## config.mk

```make
export PLATFORM = sky130hd
export DESIGN_NAME = pe_tile_feeder_flat
export DESIGN_NICKNAME = d
export VERILOG_FILES = /design/src/rtl/pe_tile_feeder_if.sv /design/src/rtl/pe_tile_feeder.sv /design/src/flat_wrapper.sv
export SDC_FILE = /design/constraint.sdc
export NUM_CORES = 1
export LEC_CHECK = 0
export BUFFER_PORTS_ARGS = -buffer_cell sky130_fd_sc_hd__clkbuf_2
export CAP_MARGIN = 0
export CORE_ASPECT_RATIO = 0.7
export CORE_MARGIN = 5
export CORE_UTILIZATION = 23
export CTS_CLUSTER_DIAMETER = 30
export CTS_CLUSTER_SIZE = 28
export DETAILED_ROUTE_END_ITERATION = 8
export PLACE_DENSITY = 0.54
export SETUP_SLACK_MARGIN = 0.3
export SLEW_MARGIN = 25
export SYNTH_ARGS = -nofsm -noshare
export SYNTH_HDL_FRONTEND = slang
export SYNTH_SLANG_ARGS = --single-unit
export TNS_END_PERCENT = 20
```

## constraint.sdc

```tcl
create_clock -name i_clk -period 2.24 [get_ports i_clk]
set_input_delay 0.112 -clock i_clk [delete_from_list [all_inputs] [get_ports i_clk]]
set_output_delay 0.112 -clock i_clk [all_outputs]
set_load 0.01 [all_outputs]
```

## src/rtl/pe_tile_feeder_if.sv

```systemverilog
// rtl/pe_tile_feeder_if.sv - tile command and operand handshake channels for pe_tile_feeder
//
// Signals:
//   cmd_valid / cmd_ready          tile command handshake
//   cmd_rows[7:0]                  requested beats per phase
//   cmd_shift[SHIFT_W-1:0]         output shift for the tile
//   cmd_preload                    run the d-preload phase before compute
//   op_valid / op_ready            operand beat handshake
//   op_a / op_b / op_d             operand data
// Modports:
//   master - command/operand producer (scratchpad read side)
//   slave  - pe_tile_feeder
interface pe_tile_feeder_if #(
  parameter int A_W     = 8,
  parameter int B_W     = 19,
  parameter int D_W     = 19,
  parameter int SHIFT_W = 6
);
  logic               cmd_valid;
  logic               cmd_ready;
  logic [7:0]         cmd_rows;
  logic [SHIFT_W-1:0] cmd_shift;
  logic               cmd_preload;

  logic               op_valid;
  logic               op_ready;
  logic [A_W-1:0]     op_a;
  logic [B_W-1:0]     op_b;
  logic [D_W-1:0]     op_d;

  modport master (
    output cmd_valid, cmd_rows, cmd_shift, cmd_preload,
    input  cmd_ready,
    output op_valid, op_a, op_b, op_d,
    input  op_ready
  );

  modport slave (
    input  cmd_valid, cmd_rows, cmd_shift, cmd_preload,
    output cmd_ready,
    input  op_valid, op_a, op_b, op_d,
    output op_ready
  );
endinterface

```

## src/rtl/pe_tile_feeder.sv

```systemverilog
// rtl/pe_tile_feeder.sv - sequences preload/compute/drain beats into the registered PE input bundle
//
// Ports:
//   i_clk                          clock, rising edge
//   i_rst_n                        asynchronous active-low reset
//   s_if                           command + operand channels (slave modport)
//   o_io_in_a1/b1/d1               PE operands (registered)
//   o_io_in_valid1                 PE beat valid (registered)
//   o_io_in_control_shift1         PE shift (registered from latched command)
//   o_io_in_control_propagate1     PE double-buffer select (toggles on preload tiles)
//   o_busy                         feeder not idle
//   o_done                         one-cycle tile completion pulse
module pe_tile_feeder #(
  parameter int A_W          = 8,
  parameter int B_W          = 19,
  parameter int D_W          = 19,
  parameter int SHIFT_W      = 6,
  parameter int DIM          = 16,
  parameter int DRAIN_CYCLES = 4
) (
  input  logic               i_clk,
  input  logic               i_rst_n,
  pe_tile_feeder_if.slave    s_if,
  output logic [A_W-1:0]     o_io_in_a1,
  output logic [B_W-1:0]     o_io_in_b1,
  output logic [D_W-1:0]     o_io_in_d1,
  output logic               o_io_in_valid1,
  output logic [SHIFT_W-1:0] o_io_in_control_shift1,
  output logic               o_io_in_control_propagate1,
  output logic               o_busy,
  output logic               o_done
);

  localparam int CNT_W = $clog2(DIM + 1);
  localparam int DRN_W = (DRAIN_CYCLES > 1) ? $clog2(DRAIN_CYCLES) : 1;

  typedef enum logic [2:0] {
    S_IDLE,
    S_PRELOAD,
    S_COMPUTE,
    S_DRAIN,
    S_DONE
  } state_t;

  state_t             r_state;
  state_t             w_next_state;

  logic [CNT_W-1:0]   r_rows;
  logic [CNT_W-1:0]   r_cnt;
  logic [DRN_W-1:0]   r_drain;
  logic [A_W-1:0]     r_a;
  logic [B_W-1:0]     r_b;
  logic [D_W-1:0]     r_d;
  logic               r_valid;
  logic [SHIFT_W-1:0] r_shift;
  logic               r_prop;

  logic               w_cmd_ready;
  logic               w_op_ready;
  logic               w_busy;
  logic               w_done;
  logic               w_cmd_fire;
  logic               w_op_fire;
  logic               w_last_beat;
  logic               w_drain_last;
  logic [CNT_W-1:0]   w_rows_eff;

  // Requests beyond the array dimension are clamped, so the counter never wraps.
  assign w_rows_eff   = (32'(s_if.cmd_rows) > DIM) ? CNT_W'(DIM) : CNT_W'(s_if.cmd_rows);
  assign w_cmd_fire   = s_if.cmd_valid && w_cmd_ready;
  assign w_op_fire    = s_if.op_valid && w_op_ready;
  // Only evaluated in PRELOAD/COMPUTE, where r_rows is at least 1.
  assign w_last_beat  = (r_cnt == r_rows - CNT_W'(1));
  assign w_drain_last = (r_drain == DRN_W'(DRAIN_CYCLES - 1));

  // State register
  always_ff @(posedge i_clk or negedge i_rst_n) begin
    if (!i_rst_n) begin
      r_state <= S_IDLE;
    end else begin
      r_state <= w_next_state;
    end
  end

  // Next-state logic
  always_comb begin
    w_next_state = r_state;
    case (r_state)
      S_IDLE: begin
        if (w_cmd_fire) begin
          if (w_rows_eff == '0)        w_next_state = S_DONE;
          else if (s_if.cmd_preload)   w_next_state = S_PRELOAD;
          else                         w_next_state = S_COMPUTE;
        end
      end
      S_PRELOAD: if (w_op_fire && w_last_beat) w_next_state = S_COMPUTE;
      S_COMPUTE: if (w_op_fire && w_last_beat) w_next_state = S_DRAIN;
      S_DRAIN:   if (w_drain_last)             w_next_state = S_DONE;
      S_DONE:                                  w_next_state = S_IDLE;
      default:                                 w_next_state = S_IDLE;
    endcase
  end

  // Output logic
  always_comb begin
    w_cmd_ready = 1'b0;
    w_op_ready  = 1'b0;
    w_busy      = 1'b1;
    w_done      = 1'b0;
    case (r_state)
      S_IDLE: begin
        w_cmd_ready = 1'b1;
        w_busy      = 1'b0;
      end
      S_PRELOAD, S_COMPUTE: w_op_ready = 1'b1;
      S_DONE:               w_done     = 1'b1;
      default: ;
    endcase
  end

  // Datapath: command latch, beat counter, drain counter and the PE input flops.
  always_ff @(posedge i_clk or negedge i_rst_n) begin
    if (!i_rst_n) begin
      r_rows  <= '0;
      r_cnt   <= '0;
      r_drain <= '0;
      r_a     <= '0;
      r_b     <= '0;
      r_d     <= '0;
      r_valid <= 1'b0;
      r_shift <= '0;
      r_prop  <= 1'b0;
    end else begin
      r_valid <= 1'b0;

      if (w_cmd_fire) begin
        r_rows  <= w_rows_eff;
        r_cnt   <= '0;
        r_shift <= s_if.cmd_shift;
        // Preload fills the shadow buffer, so the PE must swap to it for this tile.
        r_prop  <= r_prop ^ s_if.cmd_preload;
      end

      // Bubbles leave a/b/d untouched; only valid drops.
      if (w_op_fire) begin
        r_valid <= 1'b1;
        r_cnt   <= w_last_beat ? '0 : r_cnt + CNT_W'(1);
        if (r_state == S_PRELOAD) begin
          r_a <= '0;
          r_b <= '0;
          r_d <= s_if.op_d;
        end else begin
          r_a <= s_if.op_a;
          r_b <= s_if.op_b;
          r_d <= '0;
        end
      end

      if (r_state == S_DRAIN) begin
        r_drain <= w_drain_last ? '0 : r_drain + DRN_W'(1);
      end
    end
  end

  assign s_if.cmd_ready             = w_cmd_ready;
  assign s_if.op_ready              = w_op_ready;
  assign o_busy                     = w_busy;
  assign o_done                     = w_done;
  assign o_io_in_a1                 = r_a;
  assign o_io_in_b1                 = r_b;
  assign o_io_in_d1                 = r_d;
  assign o_io_in_valid1             = r_valid;
  assign o_io_in_control_shift1     = r_shift;
  assign o_io_in_control_propagate1 = r_prop;

endmodule

```

## src/flat_wrapper.sv

```systemverilog
// flat-port wrapper written by rule: the top's interface ports become plain ports
module pe_tile_feeder_flat 
#(
  parameter int A_W          = 8,
  parameter int B_W          = 19,
  parameter int D_W          = 19,
  parameter int SHIFT_W      = 6,
  parameter int DIM          = 16,
  parameter int DRAIN_CYCLES = 4
)
  (i_clk, i_rst_n, o_io_in_a1, o_io_in_b1, o_io_in_d1, o_io_in_valid1, o_io_in_control_shift1, o_io_in_control_propagate1, o_busy, o_done, s_if_cmd_valid, s_if_cmd_rows, s_if_cmd_shift, s_if_cmd_preload, s_if_cmd_ready, s_if_op_valid, s_if_op_a, s_if_op_b, s_if_op_d, s_if_op_ready);
  pe_tile_feeder_if #(.A_W(A_W), .B_W(B_W), .D_W(D_W), .SHIFT_W(SHIFT_W)) s_if_i ();
  input  logic i_clk;
  input  logic i_rst_n;
  output logic [A_W-1:0] o_io_in_a1;
  output logic [B_W-1:0] o_io_in_b1;
  output logic [D_W-1:0] o_io_in_d1;
  output logic o_io_in_valid1;
  output logic [SHIFT_W-1:0] o_io_in_control_shift1;
  output logic o_io_in_control_propagate1;
  output logic o_busy;
  output logic o_done;
  input wire logic [$bits(s_if_i.cmd_valid)-1:0] s_if_cmd_valid;
  input wire logic [$bits(s_if_i.cmd_rows)-1:0] s_if_cmd_rows;
  input wire logic [$bits(s_if_i.cmd_shift)-1:0] s_if_cmd_shift;
  input wire logic [$bits(s_if_i.cmd_preload)-1:0] s_if_cmd_preload;
  output wire logic [$bits(s_if_i.cmd_ready)-1:0] s_if_cmd_ready;
  input wire logic [$bits(s_if_i.op_valid)-1:0] s_if_op_valid;
  input wire logic [$bits(s_if_i.op_a)-1:0] s_if_op_a;
  input wire logic [$bits(s_if_i.op_b)-1:0] s_if_op_b;
  input wire logic [$bits(s_if_i.op_d)-1:0] s_if_op_d;
  output wire logic [$bits(s_if_i.op_ready)-1:0] s_if_op_ready;
  assign s_if_i.cmd_valid = s_if_cmd_valid;
  assign s_if_i.cmd_rows = s_if_cmd_rows;
  assign s_if_i.cmd_shift = s_if_cmd_shift;
  assign s_if_i.cmd_preload = s_if_cmd_preload;
  assign s_if_cmd_ready = s_if_i.cmd_ready;
  assign s_if_i.op_valid = s_if_op_valid;
  assign s_if_i.op_a = s_if_op_a;
  assign s_if_i.op_b = s_if_op_b;
  assign s_if_i.op_d = s_if_op_d;
  assign s_if_op_ready = s_if_i.op_ready;
  pe_tile_feeder #(.A_W(A_W), .B_W(B_W), .D_W(D_W), .SHIFT_W(SHIFT_W), .DIM(DIM), .DRAIN_CYCLES(DRAIN_CYCLES)) u_core (.i_clk(i_clk), .i_rst_n(i_rst_n), .s_if(s_if_i), .o_io_in_a1(o_io_in_a1), .o_io_in_b1(o_io_in_b1), .o_io_in_d1(o_io_in_d1), .o_io_in_valid1(o_io_in_valid1), .o_io_in_control_shift1(o_io_in_control_shift1), .o_io_in_control_propagate1(o_io_in_control_propagate1), .o_busy(o_busy), .o_done(o_done));
endmodule
```

==> results by stage <==
Floorplan:
- The area of the die is roughly 15000 µm².
- The horizontal die dimension is roughly 150 µm.
- The boundary pin count is around 120.
- Once the floorplan was initialized, standard cells occupied 23.70% of the core.
- The die outline height is roughly 110 µm.
- The placeable core region is ~13000 µm².
- The standard-cell row count is 34.

Power and ir drop:
- The part of the total power dissipated in the clock network is ~22%.
- The power share of the combinational group is approximately two fifths.
- The internal portion of the total power is approximately 3.7 mW.
- Net switching is around two fifths of the power.
- The power density normalized to cell area is between 1000 and 1500 nW/µm².
- Of the total power, registers draw 36.0%.
- In this run the power spent charging and discharging nets is ~2.3 mW.
- Across the VDD grid, the largest voltage drop is about 0.45 mV.
- The leakage power figure is about 2.2 nW.

Synthesis:
- In the post-synthesis netlist, the cell with the most instances is sky130_fd_sc_hd__nand2_1.
- The number of enable flip-flop cells after synthesis is 0.
- The proportion of synthesized chip area in sequential cells is about three fifths.
- The post-synthesis register bit count is 69.
- The netlist area before placement is slightly below 3000 µm².
- The biggest area contributor in the post-synthesis netlist is sky130_fd_sc_hd__dfrtp_1.
- The average instance area after synthesis is around 11 µm².
- In the post-synthesis netlist, the biggest area contributors are sky130_fd_sc_hd__dfrtp_1 (58%), sky130_fd_sc_hd__nand2_1 (8.8%), sky130_fd_sc_hd__a22o_1 (5.6%), sky130_fd_sc_hd__nand3_1 (5.6%), sky130_fd_sc_hd__mux2_1 (2.3%).
- The number of nets handed over by synthesis was 349.
- Counting every instance in the synthesized netlist gives about 280.
- The share of synthesized flip-flops with an asynchronous set or reset is between 90% and 100%.
- The number of warnings issued by yosys is 0.
- Among all flip-flop cells after synthesis, the most frequent one is sky130_fd_sc_hd__dfrtp_1.
- In the synthesized netlist, the cells that appear most often are sky130_fd_sc_hd__nand2_1 (70), sky130_fd_sc_hd__dfrtp_1 (69), sky130_fd_sc_hd__nand3_1 (33).
- Yosys mapped the design onto 41 distinct sky130hd cell types.
- After synthesis, the largest area contributor takes up between 50% and 60% of total cell area.

Critical path:
- The slowest stage of the critical path belongs to the cell sky130_fd_sc_hd__or3_4.
- The endpoint identified for the worst register-to-register timing path is u_core.r_state[0]$_DFFE_PN0P_.
- STA puts the critical path data required time at between 2 and 2.5 ns.
- Along the worst path, the maximum fanout reaches 4.
- Traced cell by cell, the critical path runs through inv_1, ha_2, nor2b_1, or3_4, a311oi_4, a31oi_1, mux2_1.
- The data arrival time of the critical path is roughly 2.1 ns.
- The worst register-to-register path begins at u_core.r_rows[1]$_DFFE_PN0P_.
- STA classifies the critical path endpoint as a register.
- Counting both buffers and inverters, the worst setup path holds a total of 1.
- The gate family responsible for the most delay along the worst path is simple AND/OR/NAND/NOR gates.
- Counting cells, the worst reg-to-reg path comes to 7.
- The classification of the worst setup path is reg -> reg.
- The startpoint class of the critical path is a register.
- For this run, the slowest stage of the critical path takes roughly 0.37 ns.
- The reg2reg setup slack is 0.36 ns.

Timing:
- The remaining max-slew budget at the tightest pin is a little under three fifths.
- The count of pins over their slew limit was 0.
- The worst clock skew is a little under 0.009 ns.
- For this run, the top clock speed supported by timing is 531.8 MHz.
- Setup repair after global routing could not meet its margin everywhere.
- The count of endpoints failing setup in the final report is 0.
- Dividing the final minimum period by the clock period gives a little over four fifths.
- Subtracting the final worst setup slack from the clock period gives about 1.9 ns.
- The final hold violation count is 0.
- The post-route worst hold slack is between 0.01 and 0.015 ns.
- The actual transition at the worst max-transition pin is roughly 0.63 ns.
- Setup total negative slack on the finished layout was measured at 0 ns.

Global routing:
- The via count of the first global-routing pass is 2590.
- The number of antenna violations at the first check in global routing is 0.
- Summed over all layers, the global routing overflow is 0.
- The total global routing track utilization is around a tenth.
- The first global-routing pass estimated ~13000 µm of wire.
- Entering global routing, the biggest net connects 70 pins.

Routing:
- The pre-antenna-repair detailed-routing pass consisted of 4 iterations.
- The detailed-route vias per instance is ~4.3.
- For this block, the initial DRC count from the detailed router was between 100 and 150.
- The via total after detailed routing is ~2500.
- After detailed routing, the number of remaining DRC violations is 0.
- The post-detailed-route count of antenna-violating nets is 0.
- In the final routed layout, each cell accounts on average for 13.28 µm.
- The routed wire length is about 7800 µm.

Cells and area:
- The net count reported at finish is 494.
- The relative area change from synthesis to final layout is 44.55%.
- Of the cells placed in the final design, the portion with a size suffix greater than 1 is a little under two fifths.
- The count of antenna diodes in the layout is 0.

Clock tree:
- The library cell used as clock root buffer is sky130_fd_sc_hd__clkbuf_16.
- Clock-pin slew was measured on the worst setup and hold paths at roughly 0.05 ns.
- In this run the number of H-tree levels came out at 3.
- Clock tree synthesis found a total of 69 sinks.
- TritonCTS built the clock tree.
- The clock latency of the later-clocked register in the worst-skew pair is 0.32 ns.
- The TritonCTS buffer count is 9.
- The maximum clock path buffer count is 2.

Placement:
- Buffers placed on the I/O ports in this run total ~120.
- The congestion estimate from routability-driven global placement came to 0.7387.
- The half-perimeter wire length of the detailed placement result is between 5000 and 6000 µm.

Min path:
- In this run the most critical hold path is launched from s_if_op_b[5].
- In this run the worst hold path is classified as in -> reg.
- The worst hold path passes through 3 cells.
- For hold timing, the worst endpoint is u_core.o_io_in_b1[5]$_DFFE_PN0P_.

Status:
- The run finished with clean final reports.

Run:
- The max-capacitance violation count is 0.
[worst reg2reg max path, cell delays in order, from the launching register on]
cell and delay (ns):
sky130_fd_sc_hd__dfrtp_1 0.36, sky130_fd_sc_hd__inv_1 0.05, sky130_fd_sc_hd__ha_2 0.17, sky130_fd_sc_hd__nor2b_1 0.13, sky130_fd_sc_hd__or3_4 0.37, sky130_fd_sc_hd__a311oi_4 0.23
sky130_fd_sc_hd__a31oi_1 0.12, sky130_fd_sc_hd__mux2_1 0.33
[metrics by stage]
step	utilization, %	area, µm²	std cells	setup slack, ns	power (mW)
6_report	34.26	4299	591	0.3594	5.915
5_1_grt	34.26	4299	591	0.2862	6.415
4_1_cts	34.14	4284	591	0.2965	6.024
3_3_place_gp	30.13	3781	555	0.3457	4.524
3_5_place_dp	30.13	3781	555	0.3046	4.602
2_1_floorplan	-	2984	281	0.3050	3.667
[what timing repair did]
item	in CTS	in global routing
hold endpoints to repair	89	0
setup endpoints to repair	2	48
hold buffers	21	0
buffers inserted	1	0
resized for setup	0	4
[power by group through the flow]
stage               clock (mW)  combinational [mW]  sequential, mW
floorplan                    0                1.43            2.23
global placement             0                2.40            2.13
detailed placement           0                2.45            2.15
CTS                       1.40                2.49            2.13
global route              1.44                2.77            2.21
finish                    1.33                2.46            2.13
[registers in the layout (all words and copies together), names as in the netlist]
register / cells
u_core.o_io_in_valid1: 1
u_core.r_cnt: 5
u_core.o_io_in_control_shift1: 6
u_core.o_io_in_b1: 19
u_core.o_io_in_a1: 8
u_core.r_rows: 5
u_core.r_drain: 2
u_core.r_state: 3
u_core.o_io_in_control_propagate1: 1
u_core.o_io_in_d1: 19
[worst max path at each step]
| stage | start | endpoint | depth (start not counted) |
|---|---|---|---|
| floorplan | u_core.r_rows[0]$_DFFE_PN0P_ | u_core.r_state[0]$_DFFE_PN0P_ | 7 |
| global placement | u_core.r_rows[0]$_DFFE_PN0P_ | u_core.r_state[0]$_DFFE_PN0P_ | 7 |
| detailed placement | u_core.r_rows[0]$_DFFE_PN0P_ | u_core.r_state[0]$_DFFE_PN0P_ | 7 |
| CTS | u_core.r_state[0]$_DFFE_PN0P_ | u_core.o_io_in_d1[4]$_DFFE_PN0P_ | 4 |
| global route | u_core.r_rows[1]$_DFFE_PN0P_ | u_core.r_state[0]$_DFFE_PN0P_ | 7 |
| finish | u_core.r_rows[1]$_DFFE_PN0P_ | u_core.r_state[0]$_DFFE_PN0P_ | 7 |
[cells in the final DEF, fill, tap and decap left out, types with 2 or more instances in the layout]
cell and count:
sky130_fd_sc_hd__mux2_2 3, sky130_fd_sc_hd__clkbuf_8 4, sky130_fd_sc_hd__clkbuf_2 121, sky130_fd_sc_hd__nand3_1 33
sky130_fd_sc_hd__nand2_1 69, sky130_fd_sc_hd__inv_1 3, sky130_fd_sc_hd__or3_1 2, sky130_fd_sc_hd__nand2b_1 3
sky130_fd_sc_hd__buf_6 2, sky130_fd_sc_hd__buf_4 7, sky130_fd_sc_hd__xnor2_1 4, sky130_fd_sc_hd__a211oi_1 3
sky130_fd_sc_hd__nor2_1 3, sky130_fd_sc_hd__dlygate4sd3_1 21, sky130_fd_sc_hd__xor2_1 2, sky130_fd_sc_hd__a22o_1 19
sky130_fd_sc_hd__a21oi_1 5, sky130_fd_sc_hd__dfrtp_1 68, sky130_fd_sc_hd__o21ai_1 9, sky130_fd_sc_hd__nor2b_1 2
sky130_fd_sc_hd__clkbuf_16 9, sky130_fd_sc_hd__mux2_1 6, sky130_fd_sc_hd__a31o_1 2, sky130_fd_sc_hd__nor3_1 3
sky130_fd_sc_hd__ha_1 2
[layout make-up]
class                   count  area (µm²)
clock inverters             1       5.005
multi-input cells         191        1177
flip-flops and latches     69        1728
repair buffers            151       890.9
well taps                 162       202.7
fillers                  1281        8250
clock buffers              13       280.3
inverters                   4       15.01
[layer usage]
layer  part of all wire, %  global-route usage (%)  vias up
li1                      -                       -     1257
met1                    47                   13.51     1183
met3                   7.7                   4.154        7
met5                     0                       0        -
met4                   1.2                   3.320        0
met2                    45                   16.42       89
[cell families after synthesis]
group | after synthesis | synth area share (%)
DFF | 69 | 58.06
AOI/OAI and AO/OA | 43 | 11.65
xor gates and xnor gates | 8 | 2.609
adders and majority gates | 3 | 1.262
buffers and inverters | 21 | 2.987
and+or+nand+nor | 128 | 20.03
muxes | 9 | 3.407
Note: power is estimated with default switching activity, not from simulation.
